==> src/rtl/tama_pkg.sv <==
// Shared types and constants for the tamagotchi status UART transmitter.
// Optional parity support is selected with the TAMA_TX_PARITY_EN macro.
package tama_pkg;

    typedef enum logic [2:0] {
        IDLE   = 3'd0,
        START  = 3'd1,
        DATA   = 3'd2,
        PARITY = 3'd3,
        STOP   = 3'd4
    } tx_state_t;

    localparam logic TX_IDLE_LEVEL = 1'b1;
    localparam int   DATA_BITS     = 8;

    // Bits on the line per frame: start + data + optional parity + stop.
    function automatic int frame_bits();
`ifdef TAMA_TX_PARITY_EN
        return DATA_BITS + 3;
`else
        return DATA_BITS + 2;
`endif
    endfunction

endpackage

==> src/rtl/tama_baud_tick.sv <==
// Bit-time counter for the status transmitter. Counts 0..CLKS_PER_BIT-1
// while running and pulses bit_done on the final count of each bit time.
module tama_baud_tick #(
    parameter int CLKS_PER_BIT = 10
) (
    input  logic clk,
    input  logic rst_n,
    input  logic run,
    input  logic restart,
    output logic bit_done
);

    localparam int CW = (CLKS_PER_BIT > 2) ? $clog2(CLKS_PER_BIT) : 1;
    localparam logic [CW-1:0] LAST = CW'(CLKS_PER_BIT - 1);

    logic [CW-1:0] cnt;

    assign bit_done = run && (cnt == LAST);

    // Free-running bit timer; parked at zero while idle, zeroed on launch.
    always_ff @(posedge clk or negedge rst_n) begin
        if (!rst_n) begin
            cnt <= '0;
        end else if (restart || !run) begin
            cnt <= '0;
        end else if (cnt == LAST) begin
            cnt <= '0;
        end else begin
            cnt <= cnt + 1'b1;
        end
    end

endmodule

==> src/rtl/tama_status_tx.sv <==
// UART (8N1, or 8E1 with TAMA_TX_PARITY_EN) transmitter for the pet status
// byte. Frames launch on status change (AUTO_SEND) or on send_i requests;
// requests arriving while busy or disabled collapse into one pending flag.
module tama_status_tx
    import tama_pkg::*;
#(
    parameter int CLKS_PER_BIT = 10,
    parameter int AUTO_SEND    = 1
) (
    input  logic       clk,
    input  logic       rst_n,
    input  logic       ena,
    input  logic [7:0] status_i,
    input  logic       send_i,
    output logic       tx_o,
    output logic       busy_o,
    output logic       pending_o,
    output logic [7:0] frames_o
);

    tx_state_t  state;
    logic [7:0] shreg;
    logic [7:0] last_sent;
    logic [2:0] bit_idx;
    logic       bit_done;
    logic       auto_hit;
    logic       launch;
`ifdef TAMA_TX_PARITY_EN
    logic       parity;
`endif

    assign auto_hit = (AUTO_SEND != 0) && (status_i != last_sent);
    assign launch   = (state == IDLE) && ena && (pending_o || send_i || auto_hit);

    tama_baud_tick #(
        .CLKS_PER_BIT(CLKS_PER_BIT)
    ) u_baud (
        .clk     (clk),
        .rst_n   (rst_n),
        .run     (state != IDLE),
        .restart (launch),
        .bit_done(bit_done)
    );

    // Frame sequencer: line level, shift register, request latch and frame count.
    always_ff @(posedge clk or negedge rst_n) begin
        if (!rst_n) begin
            state     <= IDLE;
            tx_o      <= TX_IDLE_LEVEL;
            busy_o    <= 1'b0;
            pending_o <= 1'b0;
            frames_o  <= 8'd0;
            shreg     <= 8'd0;
            last_sent <= 8'd0;
            bit_idx   <= 3'd0;
`ifdef TAMA_TX_PARITY_EN
            parity    <= 1'b0;
`endif
        end else begin
            // A launch consumes any request, including one arriving this cycle.
            pending_o <= launch ? 1'b0 : (pending_o | send_i);

            case (state)
                IDLE: begin
                    if (launch) begin
                        state     <= START;
                        tx_o      <= 1'b0;
                        busy_o    <= 1'b1;
                        shreg     <= status_i;
                        last_sent <= status_i;
`ifdef TAMA_TX_PARITY_EN
                        parity    <= ^status_i;
`endif
                    end
                end
                START: begin
                    if (bit_done) begin
                        state   <= DATA;
                        tx_o    <= shreg[0];
                        shreg   <= shreg >> 1;
                        bit_idx <= 3'd0;
                    end
                end
                DATA: begin
                    if (bit_done) begin
                        if (bit_idx == 3'(DATA_BITS - 1)) begin
`ifdef TAMA_TX_PARITY_EN
                            state <= PARITY;
                            tx_o  <= parity;
`else
                            state <= STOP;
                            tx_o  <= TX_IDLE_LEVEL;
`endif
                        end else begin
                            tx_o    <= shreg[0];
                            shreg   <= shreg >> 1;
                            bit_idx <= bit_idx + 1'b1;
                        end
                    end
                end
`ifdef TAMA_TX_PARITY_EN
                PARITY: begin
                    if (bit_done) begin
                        state <= STOP;
                        tx_o  <= TX_IDLE_LEVEL;
                    end
                end
`endif
                STOP: begin
                    if (bit_done) begin
                        state    <= IDLE;
                        busy_o   <= 1'b0;
                        frames_o <= frames_o + 8'd1;
                    end
                end
                default: begin
                    state  <= IDLE;
                    tx_o   <= TX_IDLE_LEVEL;
                    busy_o <= 1'b0;
                end
            endcase
        end
    end

endmodule

==> config.mk <==
export PLATFORM = sky130hd
export DESIGN_NAME = tama_status_tx
export DESIGN_NICKNAME = d
export VERILOG_FILES = /design/src/rtl/tama_pkg.sv /design/src/rtl/tama_baud_tick.sv /design/src/rtl/tama_status_tx.sv
export SDC_FILE = /design/constraint.sdc
export NUM_CORES = 1
export LEC_CHECK = 0
export ABC_CLOCK_PERIOD_IN_PS = 2500
export BUFFER_PORTS_ARGS = -buffer_cell sky130_fd_sc_hd__buf_2
export CORE_ASPECT_RATIO = 0.9
export CORE_MARGIN = 2
export CORE_UTILIZATION = 49
export DETAILED_ROUTE_END_ITERATION = 6
export PLACE_DENSITY = 0.67
export SLEW_MARGIN = 10
export SYNTH_ARGS = -nofsm -noshare
export SYNTH_HDL_FRONTEND = slang
export SYNTH_SLANG_ARGS = --single-unit
==> constraint.sdc <==
create_clock -name clk -period 2.5 [get_ports clk]
set_input_delay 0.25 -clock clk [delete_from_list [all_inputs] [get_ports clk]]
set_output_delay 0.25 -clock clk [all_outputs]
set_load 0.005 [all_outputs]
---- Word level (Yosys, flattened, before mapping) ----
Index checks and enable logic that the tools add are counted.
word-level totals
  flip-flop bits (word level) ............. 37
  output and inout port bits .............. 11
  word-level logic and storage cells ...... 71
operators by class
  add/sub/neg operators ................... 3
  equality and inequality tests ........... 12
  multiplexer cells ....................... 25
  bitwise logic cells ..................... 3
  reduce and logical (&&, ||, !) cells .... 19
operator list
  kind                                                  number
  two-way mux 8 bit                                     4
  case mux 8 bit (3 select lines)                       1
  two-way mux 3 bit                                     7
  != test 2 bit (second input constant)                 6
  case mux 3 bit (4 select lines)                       1
  AND reduction 5 bit                                   2
  adder 8 x 1 -> 8 bit (second input constant)          1
  two-way mux 4 bit                                     2
  != test 8 bit                                         1
  AND reduction 4 bit                                   2
  two-way mux 1 bit                                     7
  equality test 3 bit (second input constant)           2
  case mux 3 bit (2 select lines)                       1
  nonzero test 3 bit                                    2
  adder 4 x 1 -> 4 bit (second input constant)          1
  equality test 4 bit (second input constant)           1
  case mux 1 bit (4 select lines)                       1
  AND reduction 2 bit                                   2
  adder 3 x 1 -> 3 bit (second input constant)          1
  equality test 3 x 1 -> 1 bit (second input constant)  1
  equality test 3 x 2 -> 1 bit (second input constant)  1
  logical AND 1 bit                                     3
  logical NOT 3 bit                                     1
  logical OR 1 bit                                      3
  other kinds (7)                                       8

---- Longest topological paths before layout ----
  word-level depth ........................ 5
  gate-level depth with buffers ........... 8
  mapped depth without buffers ............ 7

---- Modules after synthesis ----
Synthesis repeated with hierarchy kept, for this count alone.
second synthesis, totals
  cell total of the unflattened synthesis .. 170
  area total of the unflattened synthesis .. 1894.3 µm²
by module, submodules not included
  module          times used  cells each  area each (µm²)  sequential area each (µm²)
  tama_status_tx  1           152         1689.1           827.0
  tama_baud_tick  1           18          205.2            100.1

---- Worst setup path before layout ----
No wires, ideal clock.
  path type ............................... register to register
  from .................................... reg bit_idx[0]
  to ...................................... reg shreg[0]
  setup time .............................. 0.125 ns
  data arrival time ....................... 1.869 ns
  required time ........................... 2.375 ns
  slack ................................... 0.507 ns
  stages on the path, launching flop included .. 8
  buffers on the path ..................... 1
  cells stage by stage .................... dfrtp_1 ha_1 ha_1 clkbuf_1 o21ai_0 a21oi_1 a211oi_4 mux2_2
between the ends
  word-level cells in the longest chain between the ends .. 3
RTL lines
  element                        RTL line              text
  start: declaration             tama_status_tx.sv:24  logic [2:0] bit_idx;
  start signal: assignment       tama_status_tx.sv:97  bit_idx <= bit_idx + 1'b1;
  equality test 3 bit            tama_status_tx.sv:86  if (bit_idx == 3'(DATA_BITS - 1)) begin
  != test 2 bit (no line)        --
  AND reduction 5 bit (no line)  --
  end signal: assignment         tama_status_tx.sv:69  shreg <= status_i;
  end signal: assignment         tama_status_tx.sv:80  shreg <= shreg >> 1;
  end signal: assignment         tama_status_tx.sv:96  shreg <= shreg >> 1;
  end: declaration               tama_status_tx.sv:22  logic [7:0] shreg;
No other way between the ends.
A chain may end at the register's enable or synchronous reset.

---- Worst setup path in the final report ----
Ends and elaborated chain as after synthesis.

==> qor.txt <==
Status = complete, no violations
CP required = 2670 ps
Post-synth top flop = dfrtp_1
Pin count of the biggest net entering global routing = 38
Crit end category = register
Post-CTS Hold Fix Bufs = 0
Drt initial violations = 69
Seq/Total Area, Yosys = 0.493
Setup violation total in the final timing report = 0
Total gr overflow = 0
CP Class = reg -> reg
Yosys top cell area share = 0.479
Most frequent CP cell = ha_1
Sw frac = 0.311
Power Density = 993 nW/µm²
# fillers = 320
Clock buffer depth = 2
CTS H-tree depth = 2
CP max-delay cell = dfrtp_1
Post-CTS setup buffer count = 0
Vias = 1254
RSZ-0062 raised after global routing = false
Num ports = 23
VDD IR-drop max = 0.599 mV
GRT Resource Usage Total = 0.171
Min-Delay Path Class = in -> async
Post-DP HPWL = 2.44 mm
Synth unique cells = 37
Row count = 21
Top-count cell post-synth = dfrtp_1
GPL Wtd Cong = 0.806
Clk sink count = 37
Area leader, netlist = dfrtp_1
EDFF count, synth = 0
Worst-margin pin slew = 797 ps
Final Hold Fails = 0
RR Endpoint = shreg[0]$_DFFE_PN0P_
FF-to-FF Start = bit_idx[0]$_DFFE_PN0P_
Synth Instances = 162
DRC Markers = 0
Die H = 62.8 µm
Worst Reg-to-Reg Cells = 6
Post-Syn Nets = 179
WL/cell = 14.1 µm
Post-Route Skew = 7.60 ps
Final TNS setup = 0 ps
Yosys warning count = 0
Initial Util = 0.508
Critical-path maximum fanout = 9
First-pass detailed-route iteration total = 4
Pint = 1450 µW
# port buffers = 22
Crit-path cells = ha_1 > ha_1 > o21ai_0 > a21oi_1 > a211oi_4 > mux2_2
Flop2flop setup slack = 380 ps
Buf/Inv on CP = 0
Pins Over Slew Limit = 0
Synth top cells by count = dfrtp_1 (36), mux2_2 (17), nor2_1 (16)
Worst path max stage delay = 400 ps
Vias in the first global route = 1284
Crit path depth = 6
Sequential share of power = 0.449
Reg clk slew, reported paths = 70 ps
Final #Nets = 204
Mapped Area = 1880 µm²
Clk network pwr share = 0.197
Share of cells above drive strength 1 = 0.324
# resized after CTS = 0
Core ar. = 3700 µm²
Vias per cell = 5.36
Max Cap Viol = 0
Initial antenna violation count = 0
Critical Path Start = bit_idx[0]$_DFFE_PN0P_
Total die area = 4350 µm²
Seq cells post-synth = 37
Cells taking the most area after synthesis = dfrtp_1 (48%), mux2_2 (10%), xnor2_1 (5.1%)
Mapped Avg Cell Area = 11.6 µm²
Root Buffer = clkbuf_8
Sw Pwr = 655 µW
Clk_lat worst skew = 280 ps
Routed WL = 3.30 mm
WHS = 53.0 ps
Static Leakage = 0.00100 µW
Largest delay contributor family on the critical path = compound AO/OA/AOI/OAI gates
DIE WIDTH = 69.3 µm
Worst EP arrival = 2280 ps
Asr flop ratio synth = 1.00
First-pass GRT wire length = 5.87 mm
Peak Freq = 0.472 GHz
N_diodes = 0
Tmin final = 2120 ps
Layout area overhead = 12.8%
Num CTS Buffers = 5
Tcrit/Tclk final = 0.847
Max-slew headroom = 0.469
Combinational Power Share = 0.354
CTS tree = yes
Remaining antenna violation count after routing = 0
Setup crit start kind = register
cells by family (layout without fill, tap and decap cells):
| kind of cell | after synthesis | count (layout) | synth area share |
|---|---|---|---|
| AO/OA/AOI/OAI | 22 | 22 | 0.0825 |
| flip-flops | 37 | 37 | 0.493 |
| AND/OR/NAND/NOR | 48 | 48 | 0.137 |
| buffers and inverters | 10 | 36 | 0.0253 |
| adder cells (fa/ha/maj) | 5 | 5 | 0.0333 |
| XOR/XNOR | 17 | 17 | 0.0792 |
| multiplexers | 23 | 23 | 0.150 |
cell usage in the layout (no fill, tap or decap), types with 2 or more instances in the layout:
| master | count |
|---|---|
| a21oi_1 | 7 |
| nand2_1 | 9 |
| clkbuf_1 | 2 |
| nor3_1 | 2 |
| o21ai_0 | 5 |
| xor2_1 | 6 |
| clkbuf_8 | 6 |
| mux2_2 | 17 |
| buf_2 | 22 |
| nand3_1 | 4 |
| nor2_1 | 16 |
| nand2b_1 | 3 |
| nand4_1 | 5 |
| buf_4 | 2 |
| xnor2_1 | 11 |
| dfrtp_1 | 36 |
| inv_1 | 4 |
| mux2_4 | 6 |
| and3_1 | 2 |
| ha_1 | 5 |
layout make-up:
cell class                 count  area, µm²  share of cell area
sequential                    37        927               0.437
timing repair buffer          24        125              0.0590
inverter                       4       15.0             0.00708
clock buffer                   8       90.1              0.0425
tap                           46       57.6              0.0271
multi-input combinational    115        906               0.427
power groups by stage:
stage	Combinational, µW	Clock (µW)	Sequential, µW
2_1_floorplan	632	0	905
3_3_place_gp	725	0	942
3_5_place_dp	755	0	954
4_1_cts	757	430	948
5_1_grt	827	454	981
6_report	746	414	946
through the flow:
| step | total power, µW | cell area [µm²] | worst slack [ps] | cells | utilization |
|---|---|---|---|---|---|
| floorplan | 1540 | 1880 | 507 | 162 | - |
| global placement | 1670 | 2030 | 463 | 226 | 0.548 |
| detailed placement | 1710 | 2030 | 395 | 226 | 0.548 |
| CTS | 2140 | 2120 | 384 | 234 | 0.572 |
| global route | 2260 | 2120 | 241 | 234 | 0.572 |
| finish | 2110 | 2120 | 382 | 234 | 0.572 |
routing by layer:
metal | up-vias | wire length (µm) | track usage
met5 | - | 0 | 0
met4 | 0 | 40 | 0.0515
met3 | 6 | 164 | 0.0452
met2 | 30 | 1540 | 0.274
met1 | 603 | 1550 | 0.228
li1 | 615 | - | -
how the worst max path moves through the flow:
| stage | end | slack, ps |
|---|---|---|
| 2_1_floorplan | shreg[0]$_DFFE_PN0P_ | 510 |
| 3_3_place_gp | shreg[4]$_DFFE_PN0P_ | 460 |
| 3_5_place_dp | shreg[6]$_DFFE_PN0P_ | 400 |
| 4_1_cts | shreg[4]$_DFFE_PN0P_ | 380 |
| 5_1_grt | shreg[6]$_DFFE_PN0P_ | 240 |
| 6_report | shreg[0]$_DFFE_PN0P_ | 380 |
sequential cells by signal, indices dropped and copies added (netlist names), 3 cells and up:
register    flops
frames_o        8
last_sent       8
shreg           8
u_baud.cnt      4
bit_idx         3
state           3
Power figures use the tool's default switching activity.
